===== config.mk =====
export PLATFORM = sky130hd
export DESIGN_NAME = spi_flash_stream
export DESIGN_NICKNAME = d
export VERILOG_FILES = /design/src/rtl/spi_flash_pkg.sv /design/src/rtl/spi_flash_stream_clk_gen.sv /design/src/rtl/spi_flash_stream.sv
export SDC_FILE = /design/constraint.sdc
export NUM_CORES = 1
export LEC_CHECK = 0
export CELL_PAD_IN_SITES_DETAIL_PLACEMENT = 1
export CELL_PAD_IN_SITES_GLOBAL_PLACEMENT = 1
export CORE_ASPECT_RATIO = 0.8
export CORE_UTILIZATION = 44
export CTS_BUF_LIST = sky130_fd_sc_hd__clkbuf_4 sky130_fd_sc_hd__clkbuf_8
export DETAILED_ROUTE_END_ITERATION = 6
export PLACE_DENSITY = 0.87
export SYNTH_ARGS = -nofsm -noshare
export SYNTH_HDL_FRONTEND = slang
export SYNTH_SLANG_ARGS = --single-unit
export TNS_END_PERCENT = 1

===== constraint.sdc =====
create_clock -name clk -period 2.55 [get_ports clk]
set_clock_uncertainty 0.2 [all_clocks]
set_input_delay 0.3825 -clock clk [delete_from_list [all_inputs] [get_ports clk]]
set_output_delay 0.3825 -clock clk [all_outputs]
set_load 0.1 [all_outputs]

===== src/rtl/spi_flash_pkg.sv =====
// Shared types and constants for the SPI flash stream reader.
// Optional feature macro: SPI_FLASH_FAST_READ_EN (fast read 0x0B with 8 dummy clocks).
`timescale 1ns/1ps
package spi_flash_pkg;

    typedef enum logic [2:0] {
        ST_IDLE,
        ST_CMD,
        ST_ADDR,
        ST_DUMMY,
        ST_DATA,
        ST_HOLD,
        ST_FINISH
    } state_t;

    localparam logic [7:0] CMD_READ      = 8'h03;
    localparam logic [7:0] CMD_FAST_READ = 8'h0B;

    // Longest possible header: opcode + 24-bit address + dummy byte
    localparam int unsigned HDR_MAX = 40;

`ifdef SPI_FLASH_FAST_READ_EN
    localparam int unsigned HDR_BITS   = 40;
    localparam logic [7:0]  CMD_OPCODE = CMD_FAST_READ;
`else
    localparam int unsigned HDR_BITS   = 32;
    localparam logic [7:0]  CMD_OPCODE = CMD_READ;
`endif

    // Header image shifted out MSB first; the trailing dummy byte is only sent in fast read
    function automatic logic [HDR_MAX-1:0] build_header(input logic [7:0] op,
                                                        input logic [23:0] addr);
        return {op, addr, 8'h00};
    endfunction

endpackage


===== src/rtl/spi_flash_stream_clk_gen.sv =====
// spi_clk_gen: SPI clock divider producing one-cycle rise/fall strobes.
// Ports: clk, rst_n (async active-low), i_en (shifting active; low clears to phase 0),
//        o_rise_c / o_fall_c (combinational strobes, one clk cycle wide).
`timescale 1ns/1ps
module spi_clk_gen
    import spi_flash_pkg::*;
#(
    parameter int unsigned CLK_DIV = 2
) (
    input  logic clk,
    input  logic rst_n,
    input  logic i_en,
    output logic o_rise_c,
    output logic o_fall_c
);

    localparam int unsigned CNT_W = (CLK_DIV > 1) ? $clog2(CLK_DIV) : 1;

    logic [CNT_W-1:0] r_cnt;
    logic             r_phase;
    logic             w_tick;

    assign w_tick   = i_en && (r_cnt == CNT_W'(CLK_DIV - 1));
    // Phase 0 means the next strobe is a rising edge
    assign o_rise_c = w_tick && !r_phase;
    assign o_fall_c = w_tick &&  r_phase;

    // Half-period counter and edge phase
    always_ff @(posedge clk or negedge rst_n) begin
        if (!rst_n) begin
            r_cnt   <= '0;
            r_phase <= 1'b0;
        end else if (!i_en) begin
            r_cnt   <= '0;
            r_phase <= 1'b0;
        end else if (w_tick) begin
            r_cnt   <= '0;
            r_phase <= ~r_phase;
        end else begin
            r_cnt   <= r_cnt + CNT_W'(1);
        end
    end

endmodule


===== src/rtl/spi_flash_stream.sv =====
// spi_flash_stream: streams a byte range from SPI flash (mode 0) onto a valid/ready byte port.
// Ports: clk, rst_n (async active-low); start/start_addr/length request; abort;
//        busy/done status; out_data/out_valid/out_ready stream; sck/mosi/miso/cs_n SPI pins.
// Optional feature macro: SPI_FLASH_FAST_READ_EN selects opcode 0x0B plus 8 dummy clocks.
`timescale 1ns/1ps
module spi_flash_stream
    import spi_flash_pkg::*;
#(
    parameter int unsigned CLK_DIV = 2,
    parameter int unsigned ADDR_W  = 24,
    parameter int unsigned LEN_W   = 16,
    parameter int unsigned CS_GAP  = 4
) (
    input  logic              clk,
    input  logic              rst_n,
    input  logic              start,
    input  logic [ADDR_W-1:0] start_addr,
    input  logic [LEN_W-1:0]  length,
    input  logic              abort,
    output logic              busy,
    output logic              done,
    output logic [7:0]        out_data,
    output logic              out_valid,
    input  logic              out_ready,
    output logic              sck,
    output logic              mosi,
    input  logic              miso,
    output logic              cs_n
);

    localparam int unsigned GAP_W = (CS_GAP > 0) ? $clog2(CS_GAP + 1) : 1;

    state_t             r_state;
    logic [LEN_W-1:0]   r_cnt;
    logic [HDR_MAX-1:0] r_tx;
    logic [5:0]         r_bit;
    logic [7:0]         r_shift;
    logic               r_pend;
    logic               r_last;
    logic               r_abort;
    logic [GAP_W-1:0]   r_gap;

    logic               w_en;
    logic               w_rise;
    logic               w_fall;
    logic               w_free;
    logic               w_move;
    logic [HDR_MAX-1:0] w_hdr;

    assign w_en   = (r_state == ST_CMD) || (r_state == ST_ADDR) ||
                    (r_state == ST_DUMMY) || (r_state == ST_DATA);
    assign w_free = !out_valid || out_ready;
    // A completed byte leaves the shift register as soon as the output slot frees
    assign w_move = r_pend && w_free;
    assign w_hdr  = build_header(CMD_OPCODE, 24'(start_addr));

    spi_clk_gen #(
        .CLK_DIV (CLK_DIV)
    ) u_clk_gen (
        .clk      (clk),
        .rst_n    (rst_n),
        .i_en     (w_en),
        .o_rise_c (w_rise),
        .o_fall_c (w_fall)
    );

    // Transfer FSM with registered SPI and stream outputs
    always_ff @(posedge clk or negedge rst_n) begin
        if (!rst_n) begin
            r_state   <= ST_IDLE;
            r_cnt     <= '0;
            r_tx      <= '0;
            r_bit     <= '0;
            r_shift   <= '0;
            r_pend    <= 1'b0;
            r_last    <= 1'b0;
            r_abort   <= 1'b0;
            r_gap     <= '0;
            busy      <= 1'b0;
            done      <= 1'b0;
            out_data  <= '0;
            out_valid <= 1'b0;
            sck       <= 1'b0;
            mosi      <= 1'b0;
            cs_n      <= 1'b1;
        end else begin
            done <= 1'b0;

            if (out_valid && out_ready) begin
                out_valid <= 1'b0;
            end
            if (w_move) begin
                out_data  <= r_shift;
                out_valid <= 1'b1;
                r_pend    <= 1'b0;
            end

            case (r_state)
                ST_IDLE: begin
                    if (start && !abort) begin
                        if (length == '0) begin
                            done <= 1'b1;
                        end else begin
                            r_state <= ST_CMD;
                            busy    <= 1'b1;
                            cs_n    <= 1'b0;
                            mosi    <= w_hdr[HDR_MAX-1];
                            r_tx    <= w_hdr;
                            r_cnt   <= length;
                            r_bit   <= '0;
                            r_pend  <= 1'b0;
                            r_last  <= 1'b0;
                            r_abort <= 1'b0;
                        end
                    end
                end

                ST_CMD, ST_ADDR, ST_DUMMY: begin
                    if (w_rise) begin
                        sck   <= 1'b1;
                        r_bit <= r_bit + 6'd1;
                        if (r_state == ST_CMD && r_bit == 6'd7) begin
                            r_state <= ST_ADDR;
                            r_bit   <= '0;
                        end else if (r_state == ST_ADDR && r_bit == 6'd23) begin
`ifdef SPI_FLASH_FAST_READ_EN
                            r_state <= ST_DUMMY;
`else
                            r_state <= ST_DATA;
`endif
                            r_bit   <= '0;
                        end else if (r_state == ST_DUMMY && r_bit == 6'd7) begin
                            r_state <= ST_DATA;
                            r_bit   <= '0;
                        end
                    end
                    if (w_fall) begin
                        sck  <= 1'b0;
                        r_tx <= r_tx << 1;
                        mosi <= r_tx[HDR_MAX-2];
                    end
                end

                ST_DATA: begin
                    if (w_rise) begin
                        sck     <= 1'b1;
                        r_shift <= {r_shift[6:0], miso};
                        if (r_bit[2:0] == 3'd7) begin
                            r_bit  <= '0;
                            r_pend <= 1'b1;
                            r_cnt  <= r_cnt - LEN_W'(1);
                            if (r_cnt == LEN_W'(1)) begin
                                r_last <= 1'b1;
                            end
                        end else begin
                            r_bit <= r_bit + 6'd1;
                        end
                    end
                    // Decide on the trailing fall: finish, stall, or keep clocking
                    if (w_fall) begin
                        sck  <= 1'b0;
                        mosi <= 1'b0;
                        if (r_last) begin
                            cs_n    <= 1'b1;
                            r_gap   <= '0;
                            r_state <= ST_FINISH;
                        end else if (r_pend && !w_free) begin
                            r_state <= ST_HOLD;
                        end
                    end
                end

                ST_HOLD: begin
                    if (w_move) begin
                        r_state <= ST_DATA;
                    end
                end

                ST_FINISH: begin
                    if (32'(r_gap) < CS_GAP) begin
                        r_gap <= r_gap + GAP_W'(1);
                    end
                    if ((32'(r_gap) + 32'd1 >= CS_GAP) && !r_pend && !out_valid) begin
                        r_state <= ST_IDLE;
                        busy    <= 1'b0;
                        done    <= !r_abort;
                    end
                end

                default: begin
                    r_state <= ST_IDLE;
                end
            endcase

            // Abort overrides everything above outside IDLE
            if (abort && r_state != ST_IDLE) begin
                r_state   <= ST_FINISH;
                r_abort   <= 1'b1;
                r_pend    <= 1'b0;
                r_gap     <= '0;
                busy      <= 1'b1;
                done      <= 1'b0;
                cs_n      <= 1'b1;
                sck       <= 1'b0;
                mosi      <= 1'b0;
                out_valid <= 1'b0;
            end
        end
    end

endmodule

==> results.md <==
* Crit-path cells: or3_1 -> nor2_4 -> nand2_1 -> and2_4 -> o21ai_0 -> o21ai_0
* Share of cells above drive strength 1 at between 10% and 20%
* Peak VDD IR at around 0.42 mV
* Maximum clock rate at 414 MHz
* Later-pin clock latency in the skew report at roughly 370 ps
* Worst Tran Pin Value at ~590 ps
* Largest net degree at the start of global routing at 62
* Iteration-0 DRC Markers at 260
* Mapped Nets at roughly 520
* Vias/cell at approximately 5.6
* Post-route cell area at approximately 5500 µm²
* Number of synthesized flops with an enable pin at 0
* Routed Antenna Nets at 0
* RSZ-0062 raised after global routing: false
* Post-DP HPWL at roughly 9000 µm
* PwrDens at 1030 nW/µm²
* Post-route DRC at 0
* Cells after synthesis at about 470
* CTS clock-pin slew for the worst setup and hold paths at about 80 ps
* Antenna violations before repair at 0
* Slowest stage delay, CP at approximately 540 ps
* Fin worst setup slack at 134 ps
* Clock buffer depth at 2
* Slew margin rel. at about three fifths
* Design Power at roughly 5.6 mW
* WP buf/inv at 0
* Area leader, netlist: dfrtp_1
* Commonest cells post-synth: dfrtp_1 (85), nand2_1 (61), o21ai_0 (59), a21oi_1 (31), nor2_1 (30)
* Per-cell routed wire length at roughly 18 µm
* Synth top area share at between 40% and 50%
* Total vias in the final route at 3802
* Worst slack, placed at -171 ps
* CP required at around 2600 ps
* Row cnt at 32
* Total Nets Final at 592
* Critical path's most frequent cell: o21ai_0
* Diode count at 0
* Lkg Pwr at about 2.4 nW
* Critical path fanouts, max at 9
* Cts bufs inserted at 9
* Root Driver: clkbuf_8
* Slowest stage cell, crit path: or3_1
* HP Class: flip-flop to flip-flop
* Top_reg_cell synth: dfrtp_1
* Count leader, synth: dfrtp_1
* Final Max Tran Viols at 0
* Vias in the first global route at ~4000
* Routed wire length at about 12000 µm
* Fin crit share at between 90% and 100%
* Syn Area/Cell at 9.52 µm²
* Dpl cells at between 600 and 700
* GR Util All Layers at 25.3%
* Core region area at roughly 9700 µm²
* Outcome: complete, no violations
* Cell family with most CP delay: simple AND/OR/NAND/NOR gates
* Sink Count at between 80 and 90
* Worst R2R Start: r_state[0]
* Final Critical Period at roughly 2400 ps
* Critical path launch point type: flip-flop
* Post-synth cell types at between 50 and 60
* Die area at ~10000 µm²
* Synth Cell Area at about 4400 µm²
* Setup TNS at 0 ps
* Critical Path Start: r_state[0]
* H-tree Lvls at 3
* Num ports at 60
* Die Y at between 90 and 100 µm
* Placer Congestion at ~0.86
* Critical path arrival at 2450 ps
* Drt pass-1 iters at 4
* Final Hold Fails at 0
* Async set-reset flop share out of synthesis at 100%
* DP Area at around 5300 µm²
* Synth-to-layout area growth at 24.4%
* Post-synthesis sequential area ratio at between 40% and 50%
* WS Path Type: flip-flop to flip-flop
* Port Buffers at 59
* Post-synthesis register bit count at between 80 and 90
* Cell Count, Final, Fillers Out at a little under 700
* Final setup viols at 0
* Initial Util at 45.7%
* Crit path capture type: flip-flop
* Ranking of synthesized cells by area: dfrtp_1 (48%), o21ai_0 (6.7%), mux2i_1 (5.9%)
* Min-delay src: r_abort
* Die span in x at 114 µm
* Synth Warn # at 0
* Grt total ovfl at 0
* First-pass GRT wire length at a little over 20000 µm
* Max-Cap Viols at 0
* CTS tree: built
power breakdown:
| group | switching [mW] | total [mW] | internal, mW |
|---|---|---|---|
| Combinational | 1.45 | 2.52 | 1.07 |
| Clock | 0.477 | 0.874 | 0.397 |
| Sequential | 0.426 | 2.25 | 1.83 |
| Total | 2.35 | 5.64 | 3.29 |
layout by cell type (no fill, tap or decap), drive strengths merged, types with 2 or more instances in the layout:
cell type	count
dfrtp	85
nand2	62
o21ai	60
buf	47
clkdlybuf4s50	44
a21oi	33
nor2	32
mux2i	26
mux2	19
nor3	15
nand3	14
inv	11
clkbuf	11
o22ai	10
nor4	6
ha	5
or3	4
nand4	4
a31oi	4
o31ai	4
and2	4
or2	4
nor2b	3
a211oi	3
or4	3
clkinv	3
nand2b	2
nor3b	2
a2111o	2
o311ai	2
o32ai	2
and3	2
cell type report:
cell class | instances | area, µm²
fillers | 1120 | 4180
flip-flops and latches | 86 | 2150
multi-input cells | 341 | 2110
repair buffers | 92 | 853
well taps | 136 | 170
clock buffers | 11 | 151
inverters | 11 | 41.3
clock inverters | 4 | 22.5
sequential cells by signal (all words and copies together), names as in the netlist:
signal,count
busy,1
sck,1
r_gap,3
out_valid,1
r_last,1
r_cnt,16
r_shift,8
cs_n,1
u_clk_gen.r_phase,1
r_state,3
done,1
r_pend,1
r_tx,31
mosi,1
u_clk_gen.r_cnt,1
out_data,8
r_abort,1
r_bit,6
kinds of logic (layout without fill, tap and decap cells):
family	after synthesis	in the layout	share of synthesized area (%)
compound gates	127	127	16.9
xor+xnor	2	2	0.396
fa+ha+maj	6	6	1.64
buf+inv	38	118	3.93
flops	86	86	48.7
mux	45	45	10.7
simple gates	161	161	17.7
per-layer routing:
layer / wire length, µm / share of wire (%) / vias up / track usage [%]
met5: 0 / 0 / - / 0
met4: 136 / 1.1 / 0 / 6.49
li1: - / - / 1819 / -
met3: 432 / 3.6 / 10 / 5.16
met1: 5540 / 46 / 1909 / 33.7
met2: 5960 / 49 / 64 / 42.2
what timing repair did:
item	CTS	global route
resized for setup	0	0
endpoints found under the hold margin	42	0
buffers inserted	0	0
hold buffers	1	0
final timing paths:
| check | to | slack (ps) | cells past startpoint |
|---|---|---|---|
| worst min register to register | r_abort | 280 | 2 |
| worst min-delay path | r_abort | 280 | 2 |
| min in group asynchronous | r_cnt[3] | 350 | 2 |
| worst max register to register | r_cnt[9] | 130 | 6 |
| max in group asynchronous | r_shift[7] | 1150 | 3 |
| worst max-delay path | r_cnt[9] | 130 | 6 |
worst register-to-register path, cell delays in order (launching register included):
cell and delay [ps]:
dfrtp_1 530, or3_1 540, nor2_4 200, nand2_1 210, and2_4 230, o21ai_0 230, o21ai_0 150
through the flow:
step                util, %  hold WS (ps)
global route           56.8           325
CTS                    56.8           284
detailed placement     54.9           219
floorplan                 -          -113
global placement       54.9           219
finish                 56.8           281
Power figures use the tool's default switching activity.
